===== src/rtl/seg7_scan_driver.sv =====
// seg7_scan_driver
//   Four-digit multiplexed seven-segment driver. Follows the external scan
//   code, shows a 16-bit hex value with per-digit decimal points, and adds
//   frame-synchronous (tear-free) value update, anode dead-time on every
//   digit change, leading-zero blanking and per-digit blink.
//
// Ports
//   clk         system clock
//   rst         asynchronous reset, active-high
//   scan[1:0]   digit select from the clock divider, 0 = rightmost digit
//   hex_in      value to display, nibble i -> digit i
//   point_in    decimal point per digit, 1 = lit
//   load        single-cycle strobe capturing hex_in/point_in
//   blank_lz    1 = suppress leading zeros
//   blink_mask  1 = digit i blinks
//   pending     captured value not yet on the display
//   AN[3:0]     anodes, active-low, registered
//   SEGMENT     segments, active-low, registered; bit0=a..bit6=g, bit7=dp
module seg7_scan_driver #(
  parameter int DEAD_CYCLES  = 4,
  parameter int BLINK_FRAMES = 64
) (
  input  logic        clk,
  input  logic        rst,
  input  logic [1:0]  scan,
  input  logic [15:0] hex_in,
  input  logic [3:0]  point_in,
  input  logic        load,
  input  logic        blank_lz,
  input  logic [3:0]  blink_mask,
  output logic        pending,
  output logic [3:0]  AN,
  output logic [7:0]  SEGMENT
);

  localparam int            FW         = (BLINK_FRAMES > 1) ? $clog2(BLINK_FRAMES) : 1;
  localparam logic [FW-1:0] FRAME_LAST = FW'(BLINK_FRAMES - 1);
  localparam logic [7:0]    DEAD_LOAD  = 8'(DEAD_CYCLES);

  logic [1:0]    scan_q;
  logic [7:0]    dead_cnt;
  logic [15:0]   shadow_hex, disp_hex;
  logic [3:0]    shadow_dp, disp_dp;
  logic [FW-1:0] frame_cnt;
  logic          blink_phase;

  logic          scan_chg, frame_start;
  logic [15:0]   disp_shift;
  logic [3:0]    nib;
  logic [3:0]    lz;
  logic          digit_blank, blink_off;
  logic [3:0]    an_next;
  logic [7:0]    seg_next;

  // Active-low font, segments a..g only; dp is added separately.
  function automatic logic [6:0] font(input logic [3:0] n);
    case (n)
      4'h0: font = 7'h40;
      4'h1: font = 7'h79;
      4'h2: font = 7'h24;
      4'h3: font = 7'h30;
      4'h4: font = 7'h19;
      4'h5: font = 7'h12;
      4'h6: font = 7'h02;
      4'h7: font = 7'h78;
      4'h8: font = 7'h00;
      4'h9: font = 7'h10;
      4'hA: font = 7'h08;
      4'hB: font = 7'h03;
      4'hC: font = 7'h46;
      4'hD: font = 7'h21;
      4'hE: font = 7'h06;
      default: font = 7'h0E;
    endcase
  endfunction

  assign scan_chg    = (scan != scan_q);
  assign frame_start = scan_chg && (scan == 2'd0);

  always_comb begin
    disp_shift  = disp_hex >> {scan, 2'b00};
    nib         = disp_shift[3:0];
    // lz[i]: nibble i and every nibble above it are zero; digit 0 always shows.
    lz          = 4'b0000;
    lz[3]       = (disp_hex[15:12] == 4'h0);
    lz[2]       = lz[3] && (disp_hex[11:8] == 4'h0);
    lz[1]       = lz[2] && (disp_hex[7:4] == 4'h0);
    digit_blank = blank_lz && lz[scan];
    blink_off   = blink_phase && blink_mask[scan];
    an_next     = 4'hF;
    if (!(scan_chg || (dead_cnt != 8'd0) || blink_off))
      an_next = ~(4'b0001 << scan);
    seg_next    = 8'hFF;
    if (!(digit_blank || blink_off))
      seg_next = {~disp_dp[scan], font(nib)};
  end

  // Scan edge tracking and anode dead-time counter.
  always_ff @(posedge clk or posedge rst) begin
    if (rst) begin
      scan_q   <= 2'd0;
      dead_cnt <= 8'd0;
    end else begin
      scan_q <= scan;
      if (scan_chg)
        dead_cnt <= DEAD_LOAD;
      else if (dead_cnt != 8'd0)
        dead_cnt <= dead_cnt - 8'd1;
    end
  end

  // Shadow/display registers: new values only reach the display at a frame
  // boundary so a digit never mixes old and new nibbles within one frame.
  always_ff @(posedge clk or posedge rst) begin
    if (rst) begin
      shadow_hex <= 16'h0000;
      shadow_dp  <= 4'h0;
      disp_hex   <= 16'h0000;
      disp_dp    <= 4'h0;
      pending    <= 1'b0;
    end else if (load && frame_start) begin
      disp_hex <= hex_in;
      disp_dp  <= point_in;
      pending  <= 1'b0;
    end else if (frame_start && pending) begin
      disp_hex <= shadow_hex;
      disp_dp  <= shadow_dp;
      pending  <= 1'b0;
    end else if (load) begin
      shadow_hex <= hex_in;
      shadow_dp  <= point_in;
      pending    <= 1'b1;
    end
  end

  // Blink timebase counted in whole scan frames.
  always_ff @(posedge clk or posedge rst) begin
    if (rst) begin
      frame_cnt   <= '0;
      blink_phase <= 1'b0;
    end else if (frame_start) begin
      if (frame_cnt == FRAME_LAST) begin
        frame_cnt   <= '0;
        blink_phase <= ~blink_phase;
      end else begin
        frame_cnt <= frame_cnt + FW'(1);
      end
    end
  end

  always_ff @(posedge clk or posedge rst) begin
    if (rst) begin
      AN      <= 4'hF;
      SEGMENT <= 8'hFF;
    end else begin
      AN      <= an_next;
      SEGMENT <= seg_next;
    end
  end

endmodule


===== config.mk =====
export PLATFORM = sky130hd
export DESIGN_NAME = seg7_scan_driver
export DESIGN_NICKNAME = d
export VERILOG_FILES = /design/src/rtl/seg7_scan_driver.sv
export SDC_FILE = /design/constraint.sdc
export NUM_CORES = 1
export LEC_CHECK = 0
export CAP_MARGIN = 15
export CORE_MARGIN = 2
export CORE_UTILIZATION = 55
export DETAILED_ROUTE_END_ITERATION = 10
export GPL_TIMING_DRIVEN = 0
export HOLD_SLACK_MARGIN = 0.02
export PLACE_DENSITY_LB_ADDON = 0.15
export SYNTH_ARGS = -nofsm -noshare
export SYNTH_HDL_FRONTEND = slang
export SYNTH_SLANG_ARGS = --single-unit

===== constraint.sdc =====
create_clock -name clk -period 2.7 [get_ports clk]
set_input_delay 0.405 -clock clk [delete_from_list [all_inputs] [get_ports clk]]
set_output_delay 0.405 -clock clk [all_outputs]
set_load 0.01 [all_outputs]

==> results of run 1 <==
registers in the layout (all words and copies together) (netlist names):
signal	count
frame_cnt	6
AN	4
pending	1
disp_hex	16
shadow_hex	16
disp_dp	4
shadow_dp	4
scan_q	2
SEGMENT	8
dead_cnt	8
blink_phase	1
cell usage in the layout (no fill, tap or decap), drive strengths merged, types with 12 or more instances in the layout:
master | netlist | final
clkdlybuf4s50 | 0 | 42
a22oi | 16 | 16
nor2 | 18 | 18
clkbuf | 7 | 19
mux2 | 21 | 21
dfrtp | 58 | 58
dfstp | 12 | 12
o2bb2ai | 16 | 16
nand2 | 19 | 19
cell usage after synthesis (all sizes together) (9+ instances only):
cell type   n  share of area [%]
a22oi      16                3.5
dfstp      12                9.3
buf         9                1.7
xor2        9                2.3
nand2      19                2.1
nor2       18                2.2
mux2       21                7.0
o2bb2ai    16                4.1
dfrtp      58                 43
ha          9                3.3
report_power, final:
part / total [mW] / switching (mW) / internal (mW)
logic: 0.785 / 0.363 / 0.423
registers: 1.43 / 0.146 / 1.29
clock network: 0.947 / 0.381 / 0.566
total: 3.16 / 0.890 / 2.27
per-stage QoR:
| step | setup TNS, ns | hold WS (ns) |
|---|---|---|
| finish | 0 | 0.4689 |
| global route | 0 | 0.4831 |
| CTS | 0 | 0.4698 |
| detailed placement | -0.1405 | 0.4605 |
| global placement | -34.62 | 0.4493 |
| floorplan | 0 | 0.4336 |
per-layer routing:
| layer | up-vias | routed length, um |
|---|---|---|
| met3 | 10 | 277 |
| li1 | 1153 | - |
| met4 | 0 | 121 |
| met5 | - | 0 |
| met2 | 57 | 3482 |
| met1 | 1223 | 3040 |
kinds of logic (layout without fill, tap and decap cells):
logic type,count (synthesis),in the layout,share of synthesized area [%]
DFF,70,70,51.95
AOI/OAI and AO/OA,69,69,15.27
and+or+nand+nor,69,69,10.63
muxes,28,28,11.59
buffers and inverters,22,79,3.127
xor gates and xnor gates,16,16,4.121
adders and majority gates,9,9,3.311
how the worst min path moves through the flow:
stage	slack, ns	start	depth (start not counted)	to
after floorplan	0.43	blink_phase	1	blink_phase
after detailed placement	0.46	blink_phase	1	blink_phase
final	0.47	blink_phase	1	blink_phase
after global routing	0.48	blink_phase	1	blink_phase
after global placement	0.45	blink_phase	1	blink_phase
after CTS	0.47	blink_phase	1	blink_phase
area by class of cell:
cell class	count	area share (%)
Buffer	16	2.025
Clock inverter	3	1.632
Clock buffer	12	3.747
Sequential cell	70	42.67
Tap cell	75	2.267
Multi-Input combinational cell	191	36.90
Inverter	6	0.6044
Timing Repair Buffer	42	10.15
worst max-delay path: cells and delay by family:
kind	cells	cell delay, ns
buf+inv	4	1.04
compound gates	2	0.31
fa+ha+maj	1	0.26
mux	1	0.61
==> results_dict.tcl, run 1 <==
set metrics [dict create \
    core_um2 5956 \
    grt.met3_usage_pct 3.804 \
    timing.rr.start "dead_cnt[0]" \
    multi_input_area_um2 1528 \
    ys_types 45 \
    cpMaxStageDelayCell "mux4_2" \
    vias 2443 \
    ys_seq_area_share_pct 51.95 \
    dr.pass1.iters 4 \
    worstSetupEndpointType "flop" \
    synth-seq-cells 70 \
    h-tree-depth 3 \
    port_buffers 42 \
    totalWireLength_mm 6.922 \
    clk_pin_slew_ns 0.07 \
    yosys_warnings 0 \
    drv_cap 0 \
    regArea_um2 1767 \
    use_met1_pct 28.21 \
    die-area_um2 6829 \
    p_leak_nw 1.692 \
    grtUsageMet2_pct 38.06 \
    placed_area_um2 3918 \
    reg2reg_slack_ns 0.74 \
    clock_latency_ns 0.34 \
    drt_iter0_drc 147 \
    synthArstFlopShare_pct 100.0 \
    fin_cells 415 \
    crit_chain "clkdlybuf4s50_1 -> buf_6 -> buf_2 -> mux4_2 -> inv_1 -> ha_1 -> o211ai_1 -> o211ai_1" \
    irDropWorstVdd_mv 0.4515 \
    grt_use_total_pct 22.35 \
    hold_viol 0 \
    layout.filler_cells 447 \
    status "complete, no violations" \
    cts_hold_buf 0 \
    cp_slowest_stage_delay_ns 0.61 \
    rows 28 \
    power_density_nw_per_um2 764.4 \
    worstSetupPathType "in -> reg" \
    setup_violations 0 \
    cts.sinks 70 \
    dp_hpwl_mm 4.923 \
    clockBufferDepth 2 \
    cts_setup_buffers 0 \
    die_w_um 82.64 \
    stdcell_area_um2 4140 \
    antenna_found_initial 0 \
    critPathLaunchType "primary input" \
    total_power_mw 3.165 \
    slew_headroom_pct 44.31 \
    synth_area_um2 3401 \
    utilization_pct 69.52 \
    critPathArrivalTime_ns 2.63 \
    ioPinCount 43 \
    cts_resized 0 \
    grt_max_degree 71 \
    ant_nets 0 \
    min_path_type "reg -> reg" \
    top_usage_layer "met2" \
    fin_crit_sh_pct 88.52 \
    cts_buffers 9 \
    setup_ws_ns 0.3101 \
    r2r_cells 7 \
    overflow 0 \
    rr_endpoint "AN[2]" \
    cts_tree "yes" \
    synth_cells 283 \
    grt_setup_unrepaired "no" \
    maxSlewViolCount 0 \
    max_clock_freq_mhz 418.4 \
    grt_pass1_wl_mm 11.30 \
    crit_fanout 10 \
    drc 0 \
    die_y_um 82.64 \
    viasPerCell 5.887 \
    gp_congestion 0.8812 \
    dp_slack_ns -0.05376 \
    cp_data_required_time_ns 2.94 \
    synth_nets 322 \
    crit_end "SEGMENT[1]" \
    grt_pass1_vias 2440 \
    wl_per_cell_um 16.68 \
    cts-root-buf "clkbuf_8" \
    place_inst 400 \
    layout.nets 375 \
    yosys_most_used_dff "dfrtp_1" \
    cp_common_cell "o211ai_1" \
    period_needed_ns 2.390 \
    drive_above_1_share_pct 21.18 \
    skew_ns 0.009493 \
    antenna_cells 0 \
    syn_avg_cell_area_um2 12.02 \
    area_growth_pct 21.74 \
    synth-edff-count 0 \
    worst_pin_slew_ns 0.8354 \
    setup.worst_path.start "scan[0]" \
    start_util_pct 57.10 \
]
Note: power is estimated with default switching activity, not from simulation.
==> run 2, diff against run 1 <==
- CORE_MARGIN: 2 -> not set
- REMOVE_ABC_BUFFERS: not set -> 1
==> run 2 against run 1 <==
Against the previous run: count of clock-buffer cells in the layout fell by 1; first-iteration DRC count increased by 16%; total power fell by 0.42%; combinational power fell by 3.6%; flip-flop and latch count stayed put; largest cell class unchanged; largest power group unchanged; highest routed layer unchanged.
==> results_dict.tcl, run 2 (same netlist as run 1, synthesis figures left out) <==
set metrics [dict create \
    fin_crit_sh_pct 92.53 \
    path_depth 5 \
    wl_per_cell_um 16.15 \
    reg_top3 "disp_hex (16), shadow_hex (16)" \
    max_clock_freq_mhz 400.3 \
    viasPerCell 5.840 \
    rr_endpoint "dead_cnt[2]" \
    timing.rr.start "dead_cnt[0]" \
    layout.filler_cells 479 \
    tns_ns 0 \
    overflow 0 \
    grt.met3_usage_pct 4.886 \
    cts.sinks 70 \
    seqPwrFrac_pct 45.4 \
    fin_cells 400 \
    critPathLaunchType "primary input" \
    dr.pass1.iters 4 \
    dp_hpwl_mm 4.194 \
    worst_pin_slew_ns 1.116 \
    die_w_um 80.64 \
    power.switching_uw 884.9 \
    p_comb_share_pct 24.0 \
    crit_end "disp_hex[13]" \
    clk_pin_slew_ns 0.08 \
    crit_fanout 16 \
    drv_cap 0 \
    ioPinCount 43 \
    vias 2336 \
    cts_tree "yes" \
    final_cell_mix "dfrtp_1 (58), clkdlybuf4s50_1 (41), mux2_2 (21)" \
    cts_buffers 9 \
    dp_slack_ns -0.9599 \
    grtUsageMet2_pct 34.58 \
    total_power_mw 3.151 \
    start_util_pct 57.10 \
    p_leak_nw 1.666 \
    grt_max_degree 71 \
    grt_pass1_vias 2307 \
    die-area_um2 6502 \
    cpMaxStageDelayCell "clkdlybuf4s50_1" \
    drt_iter0_drc 171 \
    slew_headroom_pct 25.09 \
    top_usage_layer "met2" \
    clockBufferDepth 2 \
    place_inst 384 \
    power_density_nw_per_um2 771.7 \
    drc 0 \
    ant_nets 0 \
    drive_above_1_share_pct 21.23 \
    die_y_um 80.64 \
    maxSlewViolCount 0 \
    grt_pass1_wl_mm 11.05 \
    period_needed_ns 2.498 \
    cp_data_required_time_ns 2.91 \
    port_buffers 42 \
    crit_chain "clkdlybuf4s50_1 -> or2_2 -> nor2_4 -> o21ai_1 -> o2bb2ai_1" \
    gp_congestion 0.8418 \
    cp_slowest_stage_delay_ns 0.80 \
    power.internal_mw 2.267 \
    hold_viol 0 \
    reg2reg_slack_ns 0.76 \
    cp_top_family "buffers and inverters" \
    utilization_pct 68.57 \
    r2r_cells 6 \
    cp_num_buf_inv 1 \
    grt_setup_unrepaired "no" \
    grt_use_total_pct 22.73 \
    critPathArrivalTime_ns 2.70 \
    use_met1_pct 31.69 \
    layout.nets 359 \
    irDropWorstVdd_mv 0.4666 \
    worstSetupPathType "in -> reg" \
    skew_ns 0.01106 \
    setup_ws_ns 0.2018 \
    antenna_cells 0 \
    p_clk_share_pct 30.6 \
    p_sw_share_pct 28.08 \
    h-tree-depth 3 \
    totalWireLength_mm 6.458 \
    area_growth_pct 20.09 \
    worstSetupEndpointType "flop" \
    core_um2 5956 \
    min_path_type "reg -> reg" \
    clock_latency_ns 0.34 \
    cts-root-buf "clkbuf_8" \
    rows 28 \
    setup_violations 0 \
    final_common_cell "dfrtp_1" \
    setup.worst_path.start "scan[1]" \
    antenna_found_initial 0 \
    status "complete, no violations" \
]
-- run 2: cell types whose count changed in the layout (fill, tap and decap cells not counted), sizes merged --
| cell | before | now |
|---|---|---|
| buf | 9 | 0 |
| clkbuf | 19 | 11 |
| clkdlybuf4s50 | 42 | 41 |
| clkinv | 0 | 2 |
| dlymetal6s2s | 0 | 1 |
-- run 2: final cells by class --
| type | count | area [um2] | share of cell area [%] |
|---|---|---|---|
| sequential | 70 | 1767 | 43.26 |
| tap | 75 | 93.84 | 2.298 |
| inverter | 6 | 25.02 | 0.6127 |
| multi-input combinational | 191 | 1543 | 37.78 |
| timing repair buffer | 42 | 422.9 | 10.36 |
| clock inverter | 5 | 81.33 | 1.991 |
| clock buffer | 11 | 151.4 | 3.707 |
-- run 2: metal layers --
layer  vias to the layer above  part of all wire [%]
met5                         -                     0
met3                         9                   3.8
met2                        54                    47
met4                         0                   1.4
li1                       1125                     -
met1                      1148                    48
-- run 2: power groups by stage --
stage	combinational, mW	clock [mW]	sequential, mW
detailed placement	0.751	0	1.45
global route	0.840	1.03	1.46
CTS	0.761	0.975	1.43
floorplan	0.475	0	1.44
finish	0.757	0.964	1.43
global placement	0.732	0	1.44
-- run 2: worst reg2reg max path, cell delays in order (launching register included) --
cell	delay (ns)
dfrtp_1	0.42
inv_1	0.09
ha_1	0.14
or3b_2	0.50
or2_1	0.33
a21o_1	0.21
a21o_1	0.15
-- run 2: how the worst min path moves through the flow --
stage	start	end	depth (start not counted)
global placement	blink_phase	blink_phase	1
detailed placement	blink_phase	blink_phase	1
finish	blink_phase	blink_phase	1
floorplan	blink_phase	blink_phase	1
CTS	blink_phase	blink_phase	1
global route	blink_phase	blink_phase	1
-- run 2: per-stage QoR --
step | area, um2 | hold WS [ns]
floorplan | 3317 | 0.4336
global placement | 3831 | 0.4609
detailed placement | 3834 | 0.4562
CTS | 4076 | 0.4761
global route | 4084 | 0.4991
finish | 4084 | 0.4740
-- run 2: what timing repair did --
item / 4_1_cts / 5_1_grt
resized for setup: 3 / 3
setup buffers: 0 / 0
hold buffers: 0 / 0
endpoints found under the setup margin: 20 / 30
==> run 3, diff against run 2 <==
- GPL_ROUTABILITY_DRIVEN: not set -> 1
==> results of run 3 <==
No change in the layout: final DEF, timing and power equal those of run 2.
